<file path="src/rtl/pipeline_ctrl_pkg.sv">
`default_nettype none
// ============================================================================
// Module   : pipeline_ctrl_pkg
// Purpose  : Shared types and constants for the pipeline stall controller.
//            It holds the controller state encoding, the default register
//            address width, and a bundle of the five pipeline register
//            enables plus the two bubble flushes.
// Revision : 1.0 - initial release
// ============================================================================
package pipeline_ctrl_pkg;

    localparam int c_REG_ADDR_W_DEFAULT = 4;

    typedef enum logic [1:0] {
        RUN      = 2'd0,
        MEM_WAIT = 2'd1,
        HALTED   = 2'd2
    } state_t;

    typedef struct packed {
        logic en_pc;
        logic en_if_id;
        logic en_id_ex;
        logic en_ex_mem;
        logic en_mem_wb;
        logic flush_if_id;
        logic flush_id_ex;
    } ctrl_t;

    // Whole pipeline frozen: nothing loads, nothing flushes.
    localparam ctrl_t c_CTRL_FREEZE = '{default: 1'b0};

    // Normal advance of every stage.
    localparam ctrl_t c_CTRL_RUN = '{en_pc: 1'b1, en_if_id: 1'b1, en_id_ex: 1'b1,
                                     en_ex_mem: 1'b1, en_mem_wb: 1'b1,
                                     flush_if_id: 1'b0, flush_id_ex: 1'b0};

    // Taken branch: everything advances, both younger stages become bubbles.
    localparam ctrl_t c_CTRL_SQUASH = '{en_pc: 1'b1, en_if_id: 1'b1, en_id_ex: 1'b1,
                                        en_ex_mem: 1'b1, en_mem_wb: 1'b1,
                                        flush_if_id: 1'b1, flush_id_ex: 1'b1};

    // Load-use: PC and IF/ID hold, a bubble enters ID/EX, the back end drains.
    localparam ctrl_t c_CTRL_BUBBLE = '{en_pc: 1'b0, en_if_id: 1'b0, en_id_ex: 1'b1,
                                        en_ex_mem: 1'b1, en_mem_wb: 1'b1,
                                        flush_if_id: 1'b0, flush_id_ex: 1'b1};

endpackage
`default_nettype wire

</file>
<file path="src/rtl/pipeline_stall_controller_if.sv">
`default_nettype none
// ============================================================================
// Module   : pipeline_stall_controller_if
// Purpose  : Hazard inputs gathered from the datapath and the resulting
//            pipeline register controls.
//   slave  : the stall controller (reads hazards, drives enables/flushes,
//            halted and stall_count).
//   master : the datapath side (drives hazards, reads controls).
// Revision : 1.0 - initial release
// ============================================================================
interface pipeline_stall_controller_if
    import pipeline_ctrl_pkg::*;
#(
    parameter int REG_ADDR_W = c_REG_ADDR_W_DEFAULT,
    parameter int CNT_W      = 32
);

    logic                  mem_req;
    logic                  id_ex_mem_read;
    logic [REG_ADDR_W-1:0] id_ex_rd;
    logic [REG_ADDR_W-1:0] if_id_rs1;
    logic [REG_ADDR_W-1:0] if_id_rs2;
    logic                  if_id_uses_rs1;
    logic                  if_id_uses_rs2;
    logic                  ex_branch_taken;
    logic                  wb_halt;

    logic                  en_pc;
    logic                  en_if_id;
    logic                  en_id_ex;
    logic                  en_ex_mem;
    logic                  en_mem_wb;
    logic                  flush_if_id;
    logic                  flush_id_ex;
    logic                  halted;
    logic [CNT_W-1:0]      stall_count;

    modport slave (
        input  mem_req, id_ex_mem_read, id_ex_rd, if_id_rs1, if_id_rs2,
               if_id_uses_rs1, if_id_uses_rs2, ex_branch_taken, wb_halt,
        output en_pc, en_if_id, en_id_ex, en_ex_mem, en_mem_wb,
               flush_if_id, flush_id_ex, halted, stall_count
    );

    modport master (
        output mem_req, id_ex_mem_read, id_ex_rd, if_id_rs1, if_id_rs2,
               if_id_uses_rs1, if_id_uses_rs2, ex_branch_taken, wb_halt,
        input  en_pc, en_if_id, en_id_ex, en_ex_mem, en_mem_wb,
               flush_if_id, flush_id_ex, halted, stall_count
    );

endinterface
`default_nettype wire

</file>
<file path="src/rtl/pipeline_stall_controller_load_use_detect.sv">
`default_nettype none
// ============================================================================
// Module   : load_use_detect
// Purpose  : Combinational compare of a producing destination register
//            against the source registers of a consumer.
//   i_mem_read          producer is a load
//   i_rd                producer destination register
//   i_rs1 / i_rs2       consumer source registers
//   i_uses_rs1/_rs2     consumer actually reads that source
//   o_hazard            consumer depends on the load result
// Revision : 1.0 - initial release
// ============================================================================
module load_use_detect #(
    parameter int REG_ADDR_W = 4
) (
    input  wire logic                  i_mem_read,
    input  wire logic [REG_ADDR_W-1:0] i_rd,
    input  wire logic [REG_ADDR_W-1:0] i_rs1,
    input  wire logic [REG_ADDR_W-1:0] i_rs2,
    input  wire logic                  i_uses_rs1,
    input  wire logic                  i_uses_rs2,
    output logic                       o_hazard
);

    logic w_match_rs1;
    logic w_match_rs2;

    assign w_match_rs1 = i_uses_rs1 && (i_rs1 == i_rd);
    assign w_match_rs2 = i_uses_rs2 && (i_rs2 == i_rd);

    // Register 0 is hardwired to zero, so a write to it never creates a dependency.
    assign o_hazard = i_mem_read && (i_rd != '0) && (w_match_rs1 || w_match_rs2);

endmodule
`default_nettype wire

</file>
<file path="src/rtl/pipeline_stall_controller.sv">
`default_nettype none
// ============================================================================
// Module   : pipeline_stall_controller
// Purpose  : Drives the PC, IF/ID, ID/EX, EX/MEM and MEM/WB register enables
//            and the IF/ID, ID/EX bubble flushes. Freezes for MEM_LAT cycles
//            per memory operation, inserts one bubble per load-use hazard,
//            squashes wrong-path work on a taken branch and halts on HALT.
//            Keeps a saturating stall-cycle counter.
//   clk    : rising-edge clock
//   reset  : asynchronous active-high reset
//   bus    : hazard inputs and control outputs (slave modport)
// Revision : 1.0 - initial release
// ============================================================================
module pipeline_stall_controller
    import pipeline_ctrl_pkg::*;
#(
    parameter int REG_ADDR_W = c_REG_ADDR_W_DEFAULT,
    parameter int MEM_LAT    = 2,
    parameter int CNT_W      = 32
) (
    input  wire logic                   clk,
    input  wire logic                   reset,
    pipeline_stall_controller_if.slave  bus
);

    localparam int c_WAIT_W = (MEM_LAT > 0) ? $clog2(MEM_LAT + 1) : 1;
    localparam logic [c_WAIT_W-1:0] c_LAT_M1 = c_WAIT_W'((MEM_LAT > 0) ? MEM_LAT - 1 : 0);

    state_t              r_state;
    state_t              w_state_next;
    logic [c_WAIT_W-1:0] r_cnt;
    logic [c_WAIT_W-1:0] w_cnt_next;
    logic [CNT_W-1:0]    r_stall_count;
    ctrl_t               w_ctrl;
    logic                w_halted;
    logic                w_hazard;
    logic                w_halt_detect;
    logic                w_stall_cycle;

    load_use_detect #(
        .REG_ADDR_W (REG_ADDR_W)
    ) u_load_use_detect (
        .i_mem_read (bus.id_ex_mem_read),
        .i_rd       (bus.id_ex_rd),
        .i_rs1      (bus.if_id_rs1),
        .i_rs2      (bus.if_id_rs2),
        .i_uses_rs1 (bus.if_id_uses_rs1),
        .i_uses_rs2 (bus.if_id_uses_rs2),
        .o_hazard   (w_hazard)
    );

    always_ff @(posedge clk or posedge reset) begin
        if (reset) begin
            r_state <= RUN;
            r_cnt   <= '0;
        end else begin
            r_state <= w_state_next;
            r_cnt   <= w_cnt_next;
        end
    end

    always_comb begin
        w_state_next = r_state;
        w_cnt_next   = r_cnt;
        w_ctrl       = c_CTRL_FREEZE;
        w_halted     = 1'b0;
        case (r_state)
            HALTED: begin
                w_halted = 1'b1;
            end
            default: begin
                if (bus.wb_halt) begin
                    w_state_next = HALTED;
                end else if ((r_state == MEM_WAIT) && (r_cnt != '0)) begin
                    w_cnt_next = r_cnt - 1'b1;
                end else if ((r_state == RUN) && bus.mem_req && (MEM_LAT > 0)) begin
                    // The entry cycle is itself the first stall cycle.
                    w_cnt_next   = c_LAT_M1;
                    w_state_next = MEM_WAIT;
                end else begin
                    // RUN without memory stall, or the MEM_WAIT release cycle
                    // (where mem_req belongs to the operation just finished).
                    w_state_next = RUN;
                    if (bus.ex_branch_taken) begin
                        w_ctrl = c_CTRL_SQUASH;
                    end else if (w_hazard) begin
                        w_ctrl = c_CTRL_BUBBLE;
                    end else begin
                        w_ctrl = c_CTRL_RUN;
                    end
                end
            end
        endcase
        if (reset) begin
            w_ctrl   = c_CTRL_FREEZE;
            w_halted = 1'b0;
        end
    end

    // The cycle that detects HALT freezes the pipe but is not a stall.
    assign w_halt_detect = (r_state != HALTED) && bus.wb_halt;
    assign w_stall_cycle = !w_ctrl.en_pc && (r_state != HALTED) && !w_halt_detect;

    always_ff @(posedge clk or posedge reset) begin
        if (reset) begin
            r_stall_count <= '0;
        end else if (w_stall_cycle && (r_stall_count != '1)) begin
            r_stall_count <= r_stall_count + 1'b1;
        end
    end

    assign bus.en_pc       = w_ctrl.en_pc;
    assign bus.en_if_id    = w_ctrl.en_if_id;
    assign bus.en_id_ex    = w_ctrl.en_id_ex;
    assign bus.en_ex_mem   = w_ctrl.en_ex_mem;
    assign bus.en_mem_wb   = w_ctrl.en_mem_wb;
    assign bus.flush_if_id = w_ctrl.flush_if_id;
    assign bus.flush_id_ex = w_ctrl.flush_id_ex;
    assign bus.halted      = w_halted;
    assign bus.stall_count = r_stall_count;

endmodule
`default_nettype wire

</file>
<file path="src/flat_wrapper.sv">
// flat-port wrapper written by rule: the top's interface ports become plain ports
module pipeline_stall_controller_flat import pipeline_ctrl_pkg::*;
#(
    parameter int REG_ADDR_W = c_REG_ADDR_W_DEFAULT,
    parameter int MEM_LAT    = 2,
    parameter int CNT_W      = 32
)
  (clk, reset, bus_mem_req, bus_id_ex_mem_read, bus_id_ex_rd, bus_if_id_rs1, bus_if_id_rs2, bus_if_id_uses_rs1, bus_if_id_uses_rs2, bus_ex_branch_taken, bus_wb_halt, bus_en_pc, bus_en_if_id, bus_en_id_ex, bus_en_ex_mem, bus_en_mem_wb, bus_flush_if_id, bus_flush_id_ex, bus_halted, bus_stall_count);
  pipeline_stall_controller_if #(.REG_ADDR_W(REG_ADDR_W), .CNT_W(CNT_W)) bus_i ();
  input  wire logic clk;
  input  wire logic reset;
  input wire logic [$bits(bus_i.mem_req)-1:0] bus_mem_req;
  input wire logic [$bits(bus_i.id_ex_mem_read)-1:0] bus_id_ex_mem_read;
  input wire logic [$bits(bus_i.id_ex_rd)-1:0] bus_id_ex_rd;
  input wire logic [$bits(bus_i.if_id_rs1)-1:0] bus_if_id_rs1;
  input wire logic [$bits(bus_i.if_id_rs2)-1:0] bus_if_id_rs2;
  input wire logic [$bits(bus_i.if_id_uses_rs1)-1:0] bus_if_id_uses_rs1;
  input wire logic [$bits(bus_i.if_id_uses_rs2)-1:0] bus_if_id_uses_rs2;
  input wire logic [$bits(bus_i.ex_branch_taken)-1:0] bus_ex_branch_taken;
  input wire logic [$bits(bus_i.wb_halt)-1:0] bus_wb_halt;
  output wire logic [$bits(bus_i.en_pc)-1:0] bus_en_pc;
  output wire logic [$bits(bus_i.en_if_id)-1:0] bus_en_if_id;
  output wire logic [$bits(bus_i.en_id_ex)-1:0] bus_en_id_ex;
  output wire logic [$bits(bus_i.en_ex_mem)-1:0] bus_en_ex_mem;
  output wire logic [$bits(bus_i.en_mem_wb)-1:0] bus_en_mem_wb;
  output wire logic [$bits(bus_i.flush_if_id)-1:0] bus_flush_if_id;
  output wire logic [$bits(bus_i.flush_id_ex)-1:0] bus_flush_id_ex;
  output wire logic [$bits(bus_i.halted)-1:0] bus_halted;
  output wire logic [$bits(bus_i.stall_count)-1:0] bus_stall_count;
  assign bus_i.mem_req = bus_mem_req;
  assign bus_i.id_ex_mem_read = bus_id_ex_mem_read;
  assign bus_i.id_ex_rd = bus_id_ex_rd;
  assign bus_i.if_id_rs1 = bus_if_id_rs1;
  assign bus_i.if_id_rs2 = bus_if_id_rs2;
  assign bus_i.if_id_uses_rs1 = bus_if_id_uses_rs1;
  assign bus_i.if_id_uses_rs2 = bus_if_id_uses_rs2;
  assign bus_i.ex_branch_taken = bus_ex_branch_taken;
  assign bus_i.wb_halt = bus_wb_halt;
  assign bus_en_pc = bus_i.en_pc;
  assign bus_en_if_id = bus_i.en_if_id;
  assign bus_en_id_ex = bus_i.en_id_ex;
  assign bus_en_ex_mem = bus_i.en_ex_mem;
  assign bus_en_mem_wb = bus_i.en_mem_wb;
  assign bus_flush_if_id = bus_i.flush_if_id;
  assign bus_flush_id_ex = bus_i.flush_id_ex;
  assign bus_halted = bus_i.halted;
  assign bus_stall_count = bus_i.stall_count;
  pipeline_stall_controller #(.REG_ADDR_W(REG_ADDR_W), .MEM_LAT(MEM_LAT), .CNT_W(CNT_W)) u_core (.clk(clk), .reset(reset), .bus(bus_i));
endmodule
</file>
<file path="config.mk">
export PLATFORM = sky130hd
export DESIGN_NAME = pipeline_stall_controller_flat
export DESIGN_NICKNAME = d
export VERILOG_FILES = /design/src/rtl/pipeline_ctrl_pkg.sv /design/src/rtl/pipeline_stall_controller_if.sv /design/src/rtl/pipeline_stall_controller_load_use_detect.sv /design/src/rtl/pipeline_stall_controller.sv /design/src/flat_wrapper.sv
export SDC_FILE = /design/constraint.sdc
export NUM_CORES = 1
export LEC_CHECK = 0
export BUFFER_PORTS_ARGS = -buffer_cell sky130_fd_sc_hd__buf_2
export CAP_MARGIN = 20
export CORE_MARGIN = 8
export CORE_UTILIZATION = 25
export DETAILED_ROUTE_END_ITERATION = 16
export PLACE_DENSITY = 0.42
export SLEW_MARGIN = 20
export SYNTH_ARGS = -nofsm -noshare
export SYNTH_HDL_FRONTEND = slang
export SYNTH_HIERARCHICAL = 1
export SYNTH_SLANG_ARGS = --single-unit
</file>
<file path="constraint.sdc">
create_clock -name clk -period 2.89 [get_ports clk]
set_input_delay 0.7225 -clock clk [delete_from_list [all_inputs] [get_ports clk]]
set_output_delay 0.7225 -clock clk [all_outputs]
set_load 0.05 [all_outputs]
</file>
# Word-level counts from Yosys, hierarchy flattened
# Index checks and enable logic that the tools add are counted.
# totals
input_bits,20
wordCells,47
regBits,36
output_inout_bits,40
# op_classes
n_bitwise,2
reduce_logical,19
eq_ne,7
muxes,14
n_addsub,2
# op_table
operator,count
$mux W7,7
$add A32 B1 Y32 const B,1
$ne A32 B32 Y1 const B,1
$logic_and A1 B1 Y1,10
$eq A4 B4 Y1,2
$mux W2,4
$ne A2 B2 Y1 const B,2
$reduce_bool A2 Y1,2
$reduce_bool A4 Y1,1
$mux W1,3
$reduce_and A3 Y1,1
$eq A2 B1 Y1 const B,1
$eq A2 B2 Y1 const B,1
$logic_not A1 Y1,2
$logic_not A2 Y1,1
$not A1 Y1,2
$reduce_and A2 Y1,1
$sub A2 B1 Y2 const B,1
$logic_or A1 B1 Y1,1

# Longest topological paths before layout
# logic_depth
word_depth,15
depth_mapped,10
depth_no_buf,9

# By module
# The synthesis kept the hierarchy.
# by_module_without_submodules
module,instances,seq_area_each_um2,area_per_inst_um2,cells_per_inst
pipeline_stall_controller,1,900.9,1893.1,183
load_use_detect,1,0.0,103.8,14

# Worst setup path after synthesis
# OpenSTA, ideal clock, no wires.
# synth_timing
path_type,input to output
startpoint,input bus_mem_req
endpoint,output bus_flush_if_id
path_buffers,0
path_stages,3
arrival_time_ns,3.050
required_time_ns,2.168
path_slack_ns,-0.883
cell_sequence,or3_1 a211oi_1 and2_1
# synth_between
elab_chain_cells,6
# synth_rtl
element,line,rtl
start: declaration,flat_wrapper.sv:12,input wire logic [$bits(bus_i.mem_req)-1:0] bus_mem_req;
$logic_and A1 B1 Y1,pipeline_stall_controller.sv:76,end else if ((r_state == RUN) && bus.mem_req && (MEM_LAT > 0)) begin
$mux W7,pipeline_stall_controller.sv:76,
$mux W7,pipeline_stall_controller.sv:74,end else if ((r_state == MEM_WAIT) && (r_cnt != '0)) begin
$mux W7,pipeline_stall_controller.sv:72,if (bus.wb_halt) begin
$mux W7,pipeline_stall_controller.sv:67,case (r_state)
$mux W7,pipeline_stall_controller.sv:94,if (reset) begin
end: declaration,flat_wrapper.sv:26,output wire logic [$bits(bus_i.flush_if_id)-1:0] bus_flush_if_id;
# No other way between the ends.

# Final worst setup path
# layout_timing
startpoint,input bus_id_ex_rd[1]
endpoint,output bus_en_if_id
# layout_between
elab_chain_cells,11
word_cells_on_any_way,15
classes_between,eq/ne (2); mux (7); reduce/logical (6)
# layout_rtl
element,line,rtl
start: declaration,flat_wrapper.sv:14,input wire logic [$bits(bus_i.id_ex_rd)-1:0] bus_id_ex_rd;
"$eq A4 B4 Y1, on equally long branches","pipeline_stall_controller_load_use_detect.sv:28, pipeline_stall_controller_load_use_detect.sv:29",
"$logic_and A1 B1 Y1, on equally long branches","pipeline_stall_controller_load_use_detect.sv:28, pipeline_stall_controller_load_use_detect.sv:29",
$logic_or A1 B1 Y1,pipeline_stall_controller_load_use_detect.sv:32,assign o_hazard = i_mem_read && (i_rd != '0) && (w_match_rs1 || w_match_rs2);
$logic_and A1 B1 Y1 (*),pipeline_stall_controller_load_use_detect.sv:32,
named net u_core.w_hazard,pipeline_stall_controller.sv:36,logic w_hazard;
$mux W7 (*),pipeline_stall_controller.sv:86,end else if (w_hazard) begin
$mux W7 (*),pipeline_stall_controller.sv:84,if (bus.ex_branch_taken) begin
$mux W7 (*),pipeline_stall_controller.sv:76,
$mux W7 (*),pipeline_stall_controller.sv:74,
$mux W7 (*),pipeline_stall_controller.sv:72,
$mux W7 (*),pipeline_stall_controller.sv:67,
$mux W7 (*),pipeline_stall_controller.sv:94,
end: declaration,flat_wrapper.sv:22,output wire logic [$bits(bus_i.en_if_id)-1:0] bus_en_if_id;
# Mark *: on every way through the listed nets, which the timed path passes. The rest lies on a longest branch.

==> impl_metrics.py <==
metrics = {
    "status": {
        "status": "completed",
    },
    "placement": {
        "hpwl_mm": 4.017,
        "gp_congestion": 0.7291,
        "port_buffers": 59,
        "dp.cells": 359,
    },
    "clocking": {
        "path_clk_slew_ns": 0.07,
        "cts_tree": "built",
        "cts.path.max_buffers": 2,
        "cts-root-buf": "clkbuf_8",
        "htree_levels": 2,
        "cts_made_buffers": 5,
        "cts_sinks": 36,
        "clock_latency_ns": 0.28,
    },
    "worst_setup_path": {
        "crit_type": "in2out",
        "rr_worst_depth": 9,
        "crit_path_start_kind": "input port",
        "crit_chain": "buf_2, xor2_1, nor3_1, nand3_1, a21oi_2, nor2b_4, a2111o_1, clkinvlp_4, buf_4",
        "end_kind": "output port",
        "critPathMaxStageDelay_ns": 0.21,
        "slowest_stage": "nor3_1",
        "critPathTopFamily": "simple AND/OR/NAND/NOR gates",
        "cp_num_buf_inv": 3,
        "cp_max_fo": 3,
        "r2r-start": "u_core/r_cnt[0]",
        "required_ns": 2.17,
        "r2r_end": "u_core/bus.stall_count[4]",
        "worstPathArrival_ns": 2.10,
        "r2r_slack_ns": 0.57,
    },
    "yosys": {
        "ys_ff_latch": 36,
        "syn_avg_cell_area_um2": 10.14,
        "syn-cell-area_um2": 1997,
        "synth-edff-count": 0,
        "yosysWarnings": 6,
        "synthDistinctLibCells": 36,
        "synth.largest_area_cell": "dfrtp_1",
        "synthesis.nets": 219,
        "synthArstFlopShare": 1.000,
        "synth_area_leaders": "dfrtp_1 45%, xor2_1 14%, nor4_1 4.7%",
        "synth_flop_cell": "dfrtp_1",
        "synth_top_area_share": 0.4511,
        "synth_cells": 197,
        "seq_area_frac_synth": 0.4511,
    },
    "routing": {
        "avgRoutedWirePerCell_um": 14.80,
        "dr.first_iter.drc_count": 77,
        "vias": 1705,
        "dr.pass1.iters": 5,
        "via_per_inst": 4.633,
        "routed_wl_mm": 5.447,
        "antenna_left": 0,
        "drc": 0,
    },
    "sta": {
        "tns_ns": 0,
        "drv_slew": 0,
        "tightest_slew_ns": 0.5302,
        "skew_ns": 0.003503,
        "maxSlewHeadroom": 0.6452,
        "rsz0062_at_grt": "true",
        "min_period_over_period": 0.9755,
        "clock.fmax_mhz": 354.7,
        "hold_slack_ns": 0.4884,
        "setup-violations-final": 0,
        "hold_viol_final": 0,
        "period_needed_ns": 2.819,
    },
    "floorplanning": {
        "die-width_um": 105.4,
        "core_area_um2": 7727,
        "initial_core_util": 0.2584,
        "die_area_um2": 11100,
        "num_io_pins": 60,
        "num_rows": 32,
        "die_h_um": 105.4,
    },
    "cells_and_area": {
        "antennaDiodeCount": 0,
        "instances_no_fill": 368,
        "layout_common_cells": "57 x buf_2, 36 x dfrtp_1, 33 x xor2_1, 15 x nor4_1",
        "drive_gt1_frac": 0.3308,
        "final_common_cell": "buf_2",
        "syn_to_final_growth_pct": 29.14,
        "fillers": 826,
        "finalNetCount": 287,
    },
    "grt": {
        "grt_pass1_vias": 1711,
        "grt_pass1_wl_mm": 9.052,
        "grt_max_degree": 37,
        "grt-ovfl-total": 0,
        "antenna_found_initial": 0,
        "grtUsageTotal": 0.09900,
    },
    "pwr": {
        "vdd_drop_max_mv": 0.3269,
        "p_leak_nw": 1.309,
        "p_per_area_nw_per_um2": 435.5,
    },
    "worst_hold_path": {
        "hold_class": "reg2reg",
        "hold_end": "u_core/bus.stall_count[19]",
        "hp-start": "u_core/bus.stall_count[19]",
        "min_path_cells": 1,
    },
    "run": {
        "max_cap_violations": 0,
    },
}
metal layers:
layer	vias up	share of wire	GRT usage	wire [um]
met5	-	0	0	0
met4	0	0.0053	0.02446	29
met3	2	0.059	0.02923	324
met2	49	0.44	0.1497	2399
met1	822	0.49	0.1345	2694
li1	832	-	-	-
area by class of cell:
class,count,area [um^2],share of cell area
repair buffers,69,400.4,0.1553
flip-flops and latches,36,900.9,0.3493
multi-input cells,145,1023,0.3969
inverters,8,33.78,0.01310
clock buffers,6,82.58,0.03202
well taps,102,127.6,0.04949
clock inverters,2,10.01,0.003882
logic make-up (layout without fill, tap and decap cells):
kind of cell	Yosys count	count (layout)	synth area share
buffers and inverters	16	85	0.04824
AO/OA/AOI/OAI	11	11	0.04011
AND/OR/NAND/NOR	91	91	0.2625
adder cells (fa/ha/maj)	2	2	0.01253
flip-flops	36	36	0.4511
multiplexers	3	3	0.01879
XOR/XNOR	38	38	0.1667
registers in the layout, summed over array words and instances, names as in the netlist:
name	count
u_core/r_cnt	2
u_core/bus.stall_count	32
u_core/r_state	2
synth_stat cells (2+ instances only):
cell type,number
a21oi_1,2
a22o_1,2
and2_1,2
and3_1,3
and4_1,3
buf_2,2
buf_4,3
buf_6,3
dfrtp_1,36
ha_1,2
inv_1,8
mux2_2,2
nand2_1,13
nand3_1,13
nand4_1,5
nand4_2,2
nor2_1,10
nor2b_1,2
nor3_1,13
nor3b_1,2
nor4_1,15
nor4b_1,2
o21ai_0,2
or3_1,2
xnor2_1,5
xor2_1,33
worst max-delay path by stage:
stage / startpoint / depth (start not counted) / end / slack [ns]
3_3_place_gp: bus_id_ex_rd[0] / 7 / bus_en_pc / -0.06
5_1_grt: bus_id_ex_rd[1] / 9 / bus_en_if_id / -0.03
3_5_place_dp: bus_id_ex_rd[0] / 7 / bus_en_if_id / -0.08
6_report: bus_id_ex_rd[1] / 9 / bus_en_if_id / 0.07
4_1_cts: bus_id_ex_rd[3] / 9 / bus_en_if_id / 0.004
2_1_floorplan: bus_mem_req / 3 / bus_flush_if_id / -0.06
through the flow:
| stage | power (mW) | area [um^2] | utilization | setup WS [ns] |
|---|---|---|---|---|
| final | 1.123 | 2579 | 0.3337 | 0.07087 |
| after global routing | 1.180 | 2579 | 0.3337 | -0.02832 |
| after CTS | 1.146 | 2562 | 0.3316 | 0.004218 |
| after detailed placement | 0.7645 | 2462 | 0.3187 | -0.07976 |
| after global placement | 0.7598 | 2462 | 0.3187 | -0.06074 |
| after floorplan | 0.6962 | 2013 | - | -0.05561 |
power breakdown:
| group | switching [mW] | internal, mW | leakage [nW] | total, mW |
|---|---|---|---|---|
| registers | 0.0311 | 0.527 | 0.461 | 0.558 |
| clock network | 0.181 | 0.190 | 0.0510 | 0.371 |
| logic | 0.135 | 0.0587 | 0.798 | 0.194 |
| total | 0.347 | 0.776 | 1.31 | 1.12 |
what timing repair did:
action / 4_1_cts / 5_1_grt
hold endpoints to repair: 0 / 0
pin swaps: 1 / 4
endpoints found under the setup margin: 2 / 2
hold buffers: 0 / 0
gates resized for setup: 3 / 2
setup buffers: 0 / 1
Note: power is estimated with default switching activity, not from simulation.
